**src/rtl/fpu_result_capture.sv**
```systemverilog
// Captures each completed FPU operation (result/compare + FPCSR flags) into a FIFO
// with a valid/ready head. Optional sticky flag accumulation: FPU_RESULT_CAPTURE_STICKY_EN.
module fpu_result_capture #(
    parameter int DEPTH = 4,
    parameter int CNT_W = $clog2(DEPTH + 1)
) (
    input  logic             clk,
    input  logic             rst,
    input  logic             flush_i,
    input  logic [31:0]      result_i,
    input  logic             valid_arith_i,
    input  logic             cmp_flag_i,
    input  logic             valid_cmp_i,
    input  logic [11:0]      fpcsr_i,
    output logic             out_valid_o,
    input  logic             out_ready_i,
    output logic [31:0]      out_data_o,
    output logic             out_cmp_o,
    output logic             out_is_cmp_o,
    output logic [8:0]       out_flags_o,
    output logic [8:0]       sticky_flags_o,
    input  logic             sticky_clr_i,
    output logic             overflow_o,
    output logic [CNT_W-1:0] count_o
);

    localparam int PTR_W = $clog2(DEPTH);

    typedef struct packed {
        logic [31:0] data;
        logic        cmp;
        logic        is_cmp;
        logic [8:0]  flags;
    } entry_t;

    logic             v_prev_r;
    logic [PTR_W-1:0] wr_ptr_r;
    logic [PTR_W-1:0] rd_ptr_r;
    logic [CNT_W-1:0] count_r;
    logic             overflow_r;
    entry_t           mem_r [DEPTH];

    logic             v_any_s;
    logic             capture_s;
    logic             full_s;
    logic             empty_s;
    logic             pop_s;
    logic             push_s;
    logic             drop_s;
    logic [CNT_W-1:0] count_nxt_s;
    entry_t           entry_s;
    entry_t           head_s;
    logic             unused_s;

    assign v_any_s   = valid_arith_i | valid_cmp_i;
    assign capture_s = v_any_s & ~v_prev_r & ~flush_i;
    assign full_s    = (count_r == CNT_W'(DEPTH));
    assign empty_s   = (count_r == {CNT_W{1'b0}});
    assign pop_s     = ~empty_s & out_ready_i;
    // A pop in the same cycle frees the slot, so a full FIFO still accepts.
    assign push_s    = capture_s & (~full_s | pop_s);
    assign drop_s    = capture_s & full_s & ~pop_s;
    assign unused_s  = ^{fpcsr_i[2:0], sticky_clr_i};

    // Build the entry for the current operation.
    always_comb begin
        entry_s        = '0;
        entry_s.data   = result_i;
        entry_s.cmp    = cmp_flag_i;
        entry_s.is_cmp = valid_cmp_i & ~valid_arith_i;
        entry_s.flags  = fpcsr_i[11:3];
    end

    // Next occupancy from push/pop.
    always_comb begin
        count_nxt_s = count_r;
        if (push_s && !pop_s) begin
            count_nxt_s = count_r + CNT_W'(1);
        end else if (pop_s && !push_s) begin
            count_nxt_s = count_r - CNT_W'(1);
        end else begin
            count_nxt_s = count_r;
        end
    end

    // Edge detect register, pointers, occupancy and overflow.
    always_ff @(posedge clk or posedge rst) begin
        if (rst) begin
            v_prev_r   <= 1'b0;
            wr_ptr_r   <= {PTR_W{1'b0}};
            rd_ptr_r   <= {PTR_W{1'b0}};
            count_r    <= {CNT_W{1'b0}};
            overflow_r <= 1'b0;
        end else begin
            v_prev_r <= v_any_s;
            count_r  <= count_nxt_s;
            if (push_s) begin
                wr_ptr_r <= wr_ptr_r + PTR_W'(1);
            end
            if (pop_s) begin
                rd_ptr_r <= rd_ptr_r + PTR_W'(1);
            end
            if (drop_s) begin
                overflow_r <= 1'b1;
            end
        end
    end

    // FIFO storage; cleared on reset so head outputs read zero afterwards.
    always_ff @(posedge clk or posedge rst) begin
        if (rst) begin
            for (int i = 0; i < DEPTH; i++) begin
                mem_r[i] <= '0;
            end
        end else begin
            if (push_s) begin
                mem_r[wr_ptr_r] <= entry_s;
            end
        end
    end

`ifdef FPU_RESULT_CAPTURE_STICKY_EN
    logic [8:0] sticky_r;
    logic [8:0] sticky_nxt_s;

    // Clear applies first so a simultaneous capture keeps only its own flags.
    always_comb begin
        sticky_nxt_s = sticky_clr_i ? 9'h000 : sticky_r;
        if (capture_s) begin
            sticky_nxt_s = sticky_nxt_s | entry_s.flags;
        end else begin
            sticky_nxt_s = sticky_nxt_s;
        end
    end

    // Sticky exception flag register.
    always_ff @(posedge clk or posedge rst) begin
        if (rst) begin
            sticky_r <= 9'h000;
        end else begin
            sticky_r <= sticky_nxt_s;
        end
    end

    assign sticky_flags_o = sticky_r;
`else
    assign sticky_flags_o = 9'h000;
`endif

    assign head_s       = mem_r[rd_ptr_r];
    assign out_valid_o  = ~empty_s;
    assign out_data_o   = head_s.data;
    assign out_cmp_o    = head_s.cmp;
    assign out_is_cmp_o = head_s.is_cmp;
    assign out_flags_o  = head_s.flags;
    assign overflow_o   = overflow_r;
    assign count_o      = count_r;

endmodule

```
**config.mk**
```make
export PLATFORM = sky130hd
export DESIGN_NAME = fpu_result_capture
export DESIGN_NICKNAME = d
export VERILOG_FILES = /design/src/rtl/fpu_result_capture.sv
export SDC_FILE = /design/constraint.sdc
export NUM_CORES = 1
export LEC_CHECK = 0
export ABC_AREA = 1
export ABC_CLOCK_PERIOD_IN_PS = 7200
export CORE_MARGIN = 2
export CORE_UTILIZATION = 35
export DETAILED_ROUTE_END_ITERATION = 10
export PLACE_DENSITY = 0.6
export REMOVE_ABC_BUFFERS = 1
export SLEW_MARGIN = 20
export SYNTH_ARGS = -nofsm -noshare
export SYNTH_HDL_FRONTEND = slang
export SYNTH_SLANG_ARGS = --single-unit
```
**constraint.sdc**
```tcl
create_clock -name clk -period 7.2 [get_ports clk]
set_input_delay 1.44 -clock clk [delete_from_list [all_inputs] [get_ports clk]]
set_output_delay 1.44 -clock clk [all_outputs]
set_load 0.02 [all_outputs]
```
==> impl_metrics.toml <==
[outcome]
status = "finished, final reports clean"

[power]
powerDensity_nw_per_um2 = 466
p_seq_share_pct = 35.1
p_int_mw = 2.75
p_sw_share_pct = 43.0
peakVddDrop_mv = 0.200
pwr-share-clk_pct = 18.8
combPwrFrac_pct = 46.1
p_switching_mw = 2.08
power_leakage_nw = 4.97

[clock_tree]
hold_buffers = 0
clkSlewWorstSetupHoldPaths_ns = 0.07
clock-sinks = 181
clock_latency_ns = 0.44
cts_buffers = 17
post_cts_buffers = 0
h-tree-depth = 4
clock_path_buffers = 2
cts_resized = 0
cts_tree = "built"
cts-root-buf = "clkbuf_16"

[routing]
vias = 7756
drtIter0Drc = 622
routed-wl-met3_mm = 1.48
routed_wl_mm = 26.2
wl_met1_mm = 11.8
antenna_left = 0
viasPerCell = 5.37
wl_per_cell_um = 18.1
top_layer = "met4"
route.met2.wl_mm = 12.5
drc = 0
firstDrtPassIters = 5

[worst_setup_path]
reg2reg_from = "v_prev_r$_DFF_PP0_"
critPathMaxStageDelay_ns = 0.83
critPathCaptureType = "output port"
crit_path_start_kind = "flip-flop"
arrival_ns = 3.29
crit_path_cell_trace = "inv_2, o21ai_0, o22ai_1, clkdlybuf4s50_1"
ff2ff_setup_slack_ns = 4.12
cpMaxStageDelayCell = "inv_2"
path_max_fanout = 45
worst-setup-path-type = "flip-flop to output port"
rr_endpoint = "mem_r[84]$_DFFE_PP0P_"
reg2regPathDepth = 7
worstPathRequired_ns = 5.76

[synth]
yosys_register_bits = 181
yosysUniqueCellTypes = 27
syn_inst = 1077
ys_seq_area_share_pct = 51.1
post_synth.cell_area_avg_um2 = 8.24
ys.flop_type = "dfrtp_1"
synth_edf_count = 0
synthArstFlopShare_pct = 100
synthesis.area_um2 = 8870
ys_warn_count = 0

[die]
pin_count = 109
die_w_um = 163
start_util_pct = 35.4
dieArea_um2 = 26600
num_rows = 58
coreArea_um2 = 25000
fp.dieH_um = 163

[final_layout]
nNetsFinal = 1160
area_delta_synth_final_pct = 16.7
final_util_pct = 41.3
final_common_cell = "nand2_1"
antenna_cells = 0
layout_common_cells = "359 x nand2_1, 179 x dfrtp_1, 172 x nand4_1"
drive_above_1_share_pct = 5.74

[sta]
post-route-period-util_pct = 65.7
fin_hold_ws_ns = 0.466
slew_headroom_pct = 24.5
rsz0062_at_grt = "no"
drv_slew = 0
fmax_mhz = 211
skew_ns = 0.0116
hold_violations = 0
finalWorstSetupSlack_ns = 2.47
worstMarginPinSlew_ns = 1.13
period_needed_ns = 4.73
timing.setup.tns_ns = 0
report.final.setup_viol = 0

[min_path]
hold_path_depth = 2
hold_path.class = "flip-flop to flip-flop"
hold_end = "overflow_o$_DFFE_PP0P_"
hp-start = "overflow_o$_DFFE_PP0P_"

[placed_design]
dp_slack_ns = 2.61
portBuffers = 95
dp.final_hpwl_mm = 13.5
gp_congestion = 0.744

[grt]
antenna_found_initial = 0
grt_overflow_total = 0
grt_pass1_wl_mm = 42.0
grt_pass1_vias = 7576
track_usage_pct = 20.0
grt_max_degree = 100

[job]
drv_cap = 0
## through the flow
stage,cell area (um^2),instances,power [mW]
CTS,10300,1445,4.85
finish,10300,1445,4.83
floorplan,8280,975,2.94
detailed placement,9770,1413,3.93
global placement,9770,1413,3.91
global route,10300,1445,5.17
## critical path, delay by kind of cell, from the launching register on
family,cells,cell delay [ns]
buffers and inverters,2,1.51
DFF,1,0.76
AOI/OAI and AO/OA,2,0.52
## cell type report
cell class / count / area [um^2]
flip-flops and latches: 181 / 4530
fillers: 2547 / 14700
inverters: 14 / 57.6
clock buffers: 19 / 443
well taps: 330 / 413
multi-input cells: 780 / 3730
repair buffers: 108 / 1050
clock inverters: 13 / 124
## cell families (layout without fill, tap and decap cells)
| kind of cell | count (synthesis) | after routing | share of synthesized area [%] |
|---|---|---|---|
| other | 1 | 9 | 0.0423 |
| adder cells (fa/ha/maj) | 6 | 6 | 0.931 |
| buffers and inverters | 124 | 154 | 7.58 |
| multiplexers | 1 | 1 | 0.127 |
| XOR/XNOR | 2 | 2 | 0.198 |
| AO/OA/AOI/OAI | 131 | 131 | 8.00 |
| flip-flops | 181 | 181 | 51.1 |
| AND/OR/NAND/NOR | 631 | 631 | 32.1 |
## sequential cells by signal, indices dropped and copies added, names as in the netlist
register,cells
count_o,3
wr_ptr_r,2
mem_r,172
v_prev_r,1
overflow_o,1
rd_ptr_r,2
## synthesized netlist by cell type, types with 2 or more instances
cell	instances	area (um^2)
buf_1	12	45.0
buf_2	42	210
buf_4	17	128
buf_6	12	135
clkbuf_1	27	101
dfrtp_1	181	4530
ha_1	5	62.6
inv_1	10	37.5
inv_2	4	15.0
nand2_1	359	1350
nand3_2	4	40.0
nand4_1	172	1080
nor2_1	90	338
nor2_2	2	12.5
o21ai_0	67	335
o21ai_1	20	100
o22ai_1	43	269
## per-layer routing
layer  GRT usage, %  up-vias
li1               -     3709
met1           27.5     3790
met2           32.8      221
met3           3.20       36
met4           5.71        0
met5              0        -
## power groups by stage
stage / clock network [mW] / registers (mW) / logic [mW]
floorplan: 0 / 1.68 / 1.26
global placement: 0 / 1.70 / 2.21
detailed placement: 0 / 1.71 / 2.22
CTS: 0.922 / 1.69 / 2.24
global route: 0.969 / 1.75 / 2.45
finish: 0.909 / 1.69 / 2.22
## worst max path at each step
stage / from / to / slack [ns] / cells past startpoint
floorplan: rst / count_o[0]$_DFFE_PP0P_ / 0.84 / 1
global placement: valid_cmp_i / mem_r[127]$_DFFE_PP0P_ / 2.62 / 7
detailed placement: valid_cmp_i / mem_r[37]$_DFFE_PP0P_ / 2.61 / 7
CTS: rd_ptr_r[1]$_DFFE_PP0P_ / out_is_cmp_o / 2.53 / 4
global route: rd_ptr_r[1]$_DFFE_PP0P_ / out_flags_o[1] / 2.35 / 4
finish: rd_ptr_r[1]$_DFFE_PP0P_ / out_flags_o[1] / 2.47 / 4
Power figures use the tool's default switching activity.
